--- src/rtl/instr_fetch_pkg.sv ---
// Shared types and defaults for the instruction fetch queue.
package instr_fetch_pkg;

  localparam int unsigned ADDR_W             = 32;
  localparam int unsigned DATA_W             = 32;
  localparam int unsigned DEFAULT_DEPTH      = 4;
  localparam logic [31:0] DEFAULT_RESET_ADDR = 32'h0;

  typedef enum logic {
    FETCH = 1'b0,
    DRAIN = 1'b1
  } fetch_state_t;

  // One buffered instruction with the word address it was fetched from.
  typedef struct packed {
    logic [ADDR_W-1:0] addr;
    logic [DATA_W-1:0] data;
  } ifq_entry_t;

endpackage

--- src/rtl/ifq_fifo.sv ---
// Shift-register FIFO: the head lives in slot 0, so the output is a flop.
// Push and pop together are legal at any occupancy, including full.
module ifq_fifo #(
  parameter  int unsigned WIDTH = 64,
  parameter  int unsigned DEPTH = 4,
  localparam int unsigned CNT_W = $clog2(DEPTH) + 1
) (
  input  logic             clk,
  input  logic             rst_n,
  input  logic             i_flush,
  input  logic             i_push,
  input  logic [WIDTH-1:0] i_data,
  input  logic             i_pop,
  output logic [WIDTH-1:0] o_data,
  output logic             o_empty,
  output logic             o_full,
  output logic [CNT_W-1:0] o_count
);

  localparam int unsigned IDX_W = $clog2(DEPTH);

  logic [WIDTH-1:0] r_mem [DEPTH];
  logic [CNT_W-1:0] r_count;

  logic             w_pop;
  logic             w_push;
  logic [CNT_W-1:0] w_wr_idx;

  // Guard against underflow/overflow; a pop frees a slot for a same-cycle push.
  assign w_pop    = i_pop & (r_count != '0);
  assign w_push   = i_push & ((r_count != CNT_W'(DEPTH)) | w_pop);
  assign w_wr_idx = r_count - CNT_W'(w_pop);

  // Storage shift on pop, write at the first free slot after the shift.
  always_ff @(posedge clk or negedge rst_n) begin
    if (!rst_n) begin
      for (int i = 0; i < int'(DEPTH); i++) r_mem[i] <= '0;
      r_count <= '0;
    end else if (i_flush) begin
      r_count <= '0;
    end else begin
      if (w_pop) begin
        for (int i = 0; i < int'(DEPTH) - 1; i++) r_mem[i] <= r_mem[i+1];
      end
      if (w_push) r_mem[w_wr_idx[IDX_W-1:0]] <= i_data;
      r_count <= r_count + CNT_W'(w_push) - CNT_W'(w_pop);
    end
  end

  assign o_data  = r_mem[0];
  assign o_empty = (r_count == '0);
  assign o_full  = (r_count == CNT_W'(DEPTH));
  assign o_count = r_count;

endmodule

--- src/rtl/instr_fetch_queue.sv ---
// Instruction fetch front end: credit-limited sequential fetch, in-order
// instruction buffer, and redirect handling that drains stale responses.
module instr_fetch_queue
  import instr_fetch_pkg::*;
#(
  parameter int unsigned DEPTH      = DEFAULT_DEPTH,
  parameter logic [31:0] RESET_ADDR = DEFAULT_RESET_ADDR
) (
  input  logic        clk,
  input  logic        rst,
  input  logic        redirect,
  input  logic [31:0] redirect_addr,
  output logic        imem_req_valid,
  input  logic        imem_req_ready,
  output logic [31:0] imem_req_addr,
  input  logic        imem_resp_valid,
  input  logic [31:0] imem_resp_data,
  output logic        instr_valid,
  input  logic        instr_ready,
  output logic [31:0] instr_data,
  output logic [31:0] instr_addr
);

  localparam int unsigned CNT_W   = $clog2(DEPTH) + 1;
  localparam int unsigned SUM_W   = CNT_W + 1;
  localparam int unsigned ENTRY_W = $bits(ifq_entry_t);

  fetch_state_t      r_state;
  logic [31:0]       r_fetch_addr;
  logic [CNT_W-1:0]  r_outstanding;
  logic [CNT_W-1:0]  r_stale;
  logic              r_run;

  logic [CNT_W-1:0]  w_q_count;
  logic              w_q_empty;
  logic              w_q_full;
  ifq_entry_t        w_q_head;
  ifq_entry_t        w_q_in;
  logic [31:0]       w_af_head;
  logic [CNT_W-1:0]  w_af_count;
  logic              w_af_empty;
  logic              w_af_full;

  logic              w_credit;
  logic              w_req_hs;
  logic              w_live_resp;
  logic              w_pop;
  logic [CNT_W-1:0]  w_inflight;
  logic              w_unused_ok;

  // Request side: decoded from registered state only, so valid/addr hold while stalled.
  assign w_credit       = (SUM_W'(w_q_count) + SUM_W'(r_outstanding)) < SUM_W'(DEPTH);
  assign imem_req_valid = r_run & (r_state == FETCH) & w_credit & ~w_af_full;
  assign imem_req_addr  = r_fetch_addr;
  assign w_req_hs       = imem_req_valid & imem_req_ready;

  // A response is kept only in FETCH and never in a redirect cycle.
  assign w_live_resp = imem_resp_valid & ~redirect & (r_state == FETCH) & ~w_af_empty;

  // Requests still owed a response once a redirect lands (includes this cycle's traffic).
  assign w_inflight = r_outstanding + r_stale + CNT_W'(w_req_hs) - CNT_W'(imem_resp_valid);

  // Decode side.
  assign instr_valid = ~w_q_empty & ~redirect;
  assign w_pop       = instr_valid & instr_ready;
  assign instr_data  = w_q_head.data;
  assign instr_addr  = w_q_head.addr;
  assign w_q_in      = '{addr: w_af_head, data: imem_resp_data};

  assign w_unused_ok = ^{w_q_full, w_af_count};

  // Addresses of in-flight requests, oldest at the head.
  ifq_fifo #(.WIDTH(32), .DEPTH(DEPTH)) u_addr_fifo (
    .clk     (clk),
    .rst_n   (rst),
    .i_flush (redirect),
    .i_push  (w_req_hs & ~redirect),
    .i_data  (r_fetch_addr),
    .i_pop   (w_live_resp),
    .o_data  (w_af_head),
    .o_empty (w_af_empty),
    .o_full  (w_af_full),
    .o_count (w_af_count)
  );

  // Returned instructions waiting for decode.
  ifq_fifo #(.WIDTH(ENTRY_W), .DEPTH(DEPTH)) u_entry_fifo (
    .clk     (clk),
    .rst_n   (rst),
    .i_flush (redirect),
    .i_push  (w_live_resp),
    .i_data  (w_q_in),
    .i_pop   (w_pop),
    .o_data  (w_q_head),
    .o_empty (w_q_empty),
    .o_full  (w_q_full),
    .o_count (w_q_count)
  );

  // Fetch FSM, fetch address and outstanding/stale bookkeeping.
  always_ff @(posedge clk or negedge rst) begin
    if (!rst) begin
      r_state       <= FETCH;
      r_fetch_addr  <= RESET_ADDR;
      r_outstanding <= '0;
      r_stale       <= '0;
      r_run         <= 1'b0;
    end else begin
      r_run <= 1'b1;
      if (redirect) begin
        r_fetch_addr  <= redirect_addr;
        r_outstanding <= '0;
        r_stale       <= w_inflight;
        r_state       <= (w_inflight != '0) ? DRAIN : FETCH;
      end else begin
        case (r_state)
          FETCH: begin
            if (w_req_hs) r_fetch_addr <= r_fetch_addr + 32'd1;
            r_outstanding <= r_outstanding + CNT_W'(w_req_hs) - CNT_W'(w_live_resp);
          end
          DRAIN: begin
            if (imem_resp_valid) begin
              r_stale <= r_stale - CNT_W'(1);
              if (r_stale == CNT_W'(1)) r_state <= FETCH;
            end
          end
        endcase
      end
    end
  end

endmodule

--- config.mk ---
export PLATFORM = sky130hd
export DESIGN_NAME = instr_fetch_queue
export DESIGN_NICKNAME = d
export VERILOG_FILES = /design/src/rtl/instr_fetch_pkg.sv /design/src/rtl/ifq_fifo.sv /design/src/rtl/instr_fetch_queue.sv
export SDC_FILE = /design/constraint.sdc
export NUM_CORES = 1
export LEC_CHECK = 0
export BUFFER_PORTS_ARGS = -buffer_cell sky130_fd_sc_hd__buf_2
export CAP_MARGIN = 20
export CORE_MARGIN = 2
export CORE_UTILIZATION = 60
export DETAILED_ROUTE_END_ITERATION = 10
export GPL_ROUTABILITY_DRIVEN = 0
export MAX_ROUTING_LAYER = met4
export PLACE_DENSITY = 0.8
export RECOVER_POWER = 50
export SLEW_MARGIN = 25
export SYNTH_ARGS = -nofsm -noshare
export SYNTH_HDL_FRONTEND = slang
export SYNTH_SLANG_ARGS = --single-unit
--- constraint.sdc ---
create_clock -name clk -period 7.9 [get_ports clk]
set_input_delay 0.79 -clock clk [delete_from_list [all_inputs] [get_ports clk]]
set_output_delay 0.79 -clock clk [all_outputs]
set_load 0.01 [all_outputs]
Word-level counts from Yosys, hierarchy flattened
Index checks and enable logic that the tools add are counted.
Widths: inputs -> output; s select.
{"block": "classes", "add_sub_neg": 14, "mul": 0, "div": 0, "magnitude_cmp": 5, "n_eq_ne": 5, "shift": 0, "muxes": 27, "n_bitwise": 23, "reduce_logical": 14}
{"op": "$mux 192", "count": 2}
{"op": "$bwmux 256", "count": 1}
{"op": "$mux 256", "count": 1}
{"op": "$mux 96", "count": 2}
{"op": "$bwmux 128", "count": 1}
{"op": "$demux 64 s2", "count": 1}
{"op": "$mux 128", "count": 1}
{"op": "$mux 32", "count": 4}
{"op": "$demux 32 s2", "count": 1}
{"op": "$mux 64", "count": 1}
{"op": "$add 32x1->32 const B", "count": 1}
{"op": "$mux 3", "count": 7}
{"op": "$and 1x1->1", "count": 14}
{"op": "$add 3x1->3", "count": 4}
{"op": "$sub 3x1->3", "count": 4}
{"op": "$reduce_bool 3->1", "count": 3}
{"op": "$reduce_and 2->1", "count": 4}
{"op": "$ge 3x3->1 const B", "count": 2}
{"op": "$logic_not 3->1", "count": 2}
{"op": "$lt 3x1->1 const B", "count": 2}
{"op": "$ne 3x3->1 const B", "count": 2}
{"op": "$not 2->3", "count": 2}
{"op": "$reduce_bool 2->1", "count": 3}
{"op": "$mux 1", "count": 5}
{"op": "11 further kinds", "count": 18}
{"block": "word_totals", "regBits": 430, "latchBits": 0, "ramBits": 0, "mem_bits_ro": 0, "in_bits": 70, "out_inout_bits": 98, "elab_cells": 103, "mem_count": 0}

Logic depth before layout (Yosys ltp)
{"block": "depth", "word_depth": 13, "mapped_depth": 15, "depth_no_buf": 13}

Hierarchy
A second synthesis with hierarchy kept.
{"block": "hier_totals", "hier_cells": 2444, "area_unflattened_um2": 25275.5}
{"mod": "ifq_fifo at u_entry_fifo", "n_inst": 1, "cells_per_inst": 1416, "area_each_um2": 15209.6, "seq_area_each_um2": 6481.2}
{"mod": "ifq_fifo at u_addr_fifo", "n_inst": 1, "cells_per_inst": 730, "area_each_um2": 7425.9, "seq_area_each_um2": 3278.1}
{"mod": "instr_fetch_queue", "n_inst": 1, "cells_per_inst": 298, "area_each_um2": 2640.0, "seq_area_each_um2": 1001.0}

Least setup slack after synthesis
OpenSTA, ideal clock, no wires.
{"block": "synth_path", "path_type": "in2reg", "startpoint": "input port redirect", "endpoint": "register u_entry_fifo.r_mem (netlist bit u_entry_fifo.o_data[57])", "setup_time_ps": 123, "arrival_ps": 3867, "slack_ps": 3910, "path_stages": 13, "path_buffers": 6, "cell_sequence": "clkbuf_1 nand2b_1 nor2_1 clkbuf_1 clkbuf_1 ha_1 inv_1 ha_1 clkbuf_1 or4_1 clkbuf_1 clkbuf_1 o221a_2"}
{"block": "synth_between", "elab_chain_cells": 12, "elab_cells_between_ends": 20, "cone_classes": "add/sub (1); order compare (2); mux (6); bitwise (10); reduce/logical (1)"}
{"item": "start: declaration", "line_no": "instr_fetch_queue.sv:11", "text": "input logic redirect,"}
{"item": "$not 1->1 (no source line)"}
{"item": "$and 1x1->1", "line_no": "instr_fetch_queue.sv:64", "text": "assign instr_valid = ~w_q_empty & ~redirect;"}
{"item": "$and 1x1->1", "line_no": "instr_fetch_queue.sv:65", "text": "assign w_pop = instr_valid & instr_ready;"}
{"item": "$and 1x1->1", "line_no": "ifq_fifo.sv:30", "text": "assign w_pop = i_pop & (r_count != '0);"}
{"item": "$sub 2x1->2", "line_no": "ifq_fifo.sv:32", "text": "assign w_wr_idx = r_count - CNT_W'(w_pop);"}
{"item": "$not 2->3 (implied by the code)", "line_no": "ifq_fifo.sv:45", "text": "if (w_push) r_mem[w_wr_idx[IDX_W-1:0]] <= i_data;"}
{"item": "$ge 3x3->1 (implied by the code) or $lt 3x1->1 (tied branches)", "line_no": "ifq_fifo.sv:45"}
{"item": "$logic_and 1x1->1 (implied by the code)", "line_no": "ifq_fifo.sv:45"}
{"item": "$mux 64 (implied by the code)", "line_no": "ifq_fifo.sv:45"}
{"item": "$demux 64 s2", "line_no": "ifq_fifo.sv:45"}
{"item": "$bwmux 256", "line_no": "ifq_fifo.sv:45"}
{"item": "$mux 256", "line_no": "ifq_fifo.sv:45"}
{"item": "end signal: indexed assignment", "line_no": "ifq_fifo.sv:45"}
{"item": "end: declaration", "line_no": "ifq_fifo.sv:22", "text": "logic [WIDTH-1:0] r_mem [DEPTH];"}
Parallel ways exist; a longest one is shown, timed or not. The select of a mux whose other input is x is not followed.
A chain may end at the register's enable or synchronous reset.

==> key figures <==
Clocking
  – Cts hold-fix bufs: 0
  – Clock Tree Buf Depth: 3
  – Root buffer cell: clkbuf_16
  – # clock sinks: 430
  – CTS tree: yes
  – Post-cts resize count: 0
  – Clk_lat worst skew: 540 ps
  – Htree depth: 2
  – Clock Pin Slew Worst Setup and Hold Paths: 60 ps
  – Postcts setup bufs: 0
  – CTS Buf Count: 44

Setup path
  – Max stage delay cell, worst path: clkbuf_1
  – Critical path type: input port to asynchronous set/reset pin
  – CP Launch Type: input port
  – R2R Path Start: u_addr_fifo.o_count[1]$_DFF_PN0_
  – Critical Path Sink: u_entry_fifo.r_mem[117]$_DFFE_PN0N_
  – Setup crit start: rst
  – Largest delay share family, worst path: buffers and inverters
  – Crit-path max FO: 96
  – FF-to-FF setup slack: 3790 ps
  – Crit path cell chain: clkbuf_1
  – Data arrival time of the critical path: 4470 ps
  – Crit path depth: 1
  – Worst reg-to-reg path cell count: 11
  – Worst R2R End: r_state$_DFF_PN0_
  – Kind of end point of the critical path: asynchronous set/reset pin
  – Worst EP required: 7280 ps
  – Buf/Inv on CP: 1
  – Slowest stage delay, CP: 3600 ps

Global routing
  – Initial antenna violation count: 0
  – Grt total ovfl: 0
  – Largest net degree at the start of global routing: 184
  – First-pass GRT wire length: 78500 µm
  – Vias in the first global route: 15100
  – Total Routing Usage GR: 0.276

Synth
  – Cells after Synth: 2059
  – Leading area contributor after synthesis: dfrtp_1
  – Mux contribution to synthesized area: 0.0878
  – Post-synthesis async set-or-reset flop share: 1.00
  – Post-synth EDFFs: 0
  – Yosys cell types: 48
  – Area share of the largest cell type after synthesis: 0.532
  – Synth Area in Compound Gates: 0.116
  – Post-synthesis area per instance: 9.82 µm²
  – Number of synthesized register bits: 430
  – Area share of fa/ha/maj cells after synthesis: 0.0142
  – Most area-consuming cells after synthesis: dfrtp_1 (53%), nor2_1 (7.0%), nor3_1 (4.9%)
  – Sequential fraction of the synthesis area: 0.532
  – Xor-xnor portion of the synthesized cell area: 0.0139
  – Main flop type after synthesis: dfrtp_1
  – Synth Area in Simple Gates: 0.175
  – Syn nets: 2149
  – Syn Std Cell Area: 20200 µm²
  – YS warnings: 0
  – Largest family of logic cells by synthesized area: simple AND/OR/NAND/NOR gates

STA
  – Worst slew pin tran: 5240 ps
  – RSZ-0062 raised after global routing: false
  – Hold Vio Cnt, Final: 0
  – Fmax: 197 MHz
  – Final worst setup slack: 2810 ps
  – Clk_skew: 13.5 ps
  – Tmin final: 5090 ps
  – TNS Setup: 0 ps
  – Final setup violating endpoints: 0
  – Max_slew headroom: -2.49
  – Period utilisation layout: 0.644
  – Max Slew Vio Count: 97
  – Final hold slack: 460 ps

Route
  – Drt first pass iters: 5
  – DR DRC count: 0
  – Antenna-violating nets left: 0
  – Vias/cell: 6.12
  – WL per Instance: 18.5 µm
  – Initial drt markers: 1326
  – Routed via count: 15600
  – Total Routed Length: 47100 µm

Power and ir drop
  – Leakage power: 10.0 nW
  – P per Cell Area: 343 nW/µm²
  – Worst VDD drop: 0.193 mV
  – Total chip power: 0.00762 W

Floorplan
  – Die Wd: 188 µm
  – Die area: 35200 µm²
  – Initial Utilization: 0.606
  – DIE HEIGHT: 188 µm
  – I/O pin total: 168
  – # rows: 67
  – CORE AREA: 33400 µm²

Layout
  – Layout area overhead: 9.97%
  – Number of nets in the layout: 2157
  – Layout cells sized above 1: 0.174
  – N_diodes: 0
  – Final instance area: 22200 µm²
  – Fill cells: 2565

Hold path
  – Hold Crit Class: input port to flip-flop
  – WHS Path Cells: 3

Placed design
  – Pre-CTS WS: 3360 ps
  – Final HPWL DP: 27500 µm
  – Post-DP Area: 20800 µm²
  – I/O Buffers: 167

Status
  – Status: finished, violations left
  – Failing checks: max-capacitance violations, max-slew violations

Flow run
  – MaxCap Viol Count: 1
cell type report:
type / count / area, µm² / share of cell area
Tap cell: 448 / 561 / 0.0252
Inverter: 30 / 115 / 0.00518
Multi-Input combinational cell: 1373 / 8350 / 0.376
Clock buffer: 65 / 1310 / 0.0590
Clock inverter: 14 / 170 / 0.00765
Sequential cell: 430 / 10800 / 0.484
Timing Repair Buffer: 188 / 967 / 0.0435
worst min path at each step:
stage / startpoint / end / slack [ps]
6_report: redirect_addr[22] / imem_req_addr[22]$_DFFE_PN0P_ / 460
5_1_grt: redirect_addr[10] / imem_req_addr[10]$_DFFE_PN0P_ / 470
4_1_cts: rst / u_entry_fifo.o_data[4]$_DFFE_PN0N_ / 310
3_5_place_dp: flip-flop / flip-flop / 470
3_3_place_gp: flip-flop / flip-flop / 470
2_1_floorplan: flip-flop / flip-flop / 460
stage by stage:
| step | instances | utilization |
|---|---|---|
| 6_report | 2548 | 0.667 |
| 4_1_cts | 2546 | 0.668 |
| 3_5_place_dp | 2467 | 0.623 |
| 2_1_floorplan | 2059 | - |
| 3_3_place_gp | 2467 | 0.623 |
| 5_1_grt | 2548 | 0.667 |
placed cells by master (no fill, tap or decap), types with 17 or more instances in the layout:
master,instances
mux2_2,87
clkbuf_1,74
nor3_1,198
inv_1,29
buf_2,101
mux2i_1,66
o221a_2,64
dfrtp_1,430
o21ai_0,156
nand2_1,164
a31oi_1,41
buf_4,17
nor2_1,375
clkbuf_16,45
a211oi_1,64
cell usage after synthesis, drive strengths merged, types with 16 or more instances:
master	n
dfrtp	430
nor2	376
nor3	198
nand2	164
o21ai	157
clkbuf	143
mux2	99
buf	83
mux2i	66
a211oi	64
o221a	64
a31oi	41
inv	30
nand3	17
xnor2	16
xor2	16
cell families (layout without fill, tap and decap cells):
group	count (synthesis)	after routing
AOI/OAI and AO/OA	340	340
xor gates and xnor gates	32	32
adders and majority gates	20	20
buffers and inverters	256	297
DFF	430	430
muxes	165	165
other	1	1
and+or+nand+nor	815	815
power by group:
group | internal (W) | switching, W | total, W
sequential | 0.00295 | 0.000586 | 0.00354
clock | 0.00128 | 0.000841 | 0.00212
combinational | 0.000896 | 0.00107 | 0.00196
total | 0.00513 | 0.00249 | 0.00762
routing by layer:
metal  part of all wire  vias to the layer above  global-route usage
li1                   -                     7129                   -
met1               0.45                     7751               0.395
met2               0.46                      635               0.421
met3              0.070                       82              0.0357
met4              0.020                        0              0.0748
met5                  0                        -                   -
Note: power is estimated with default switching activity, not from simulation.
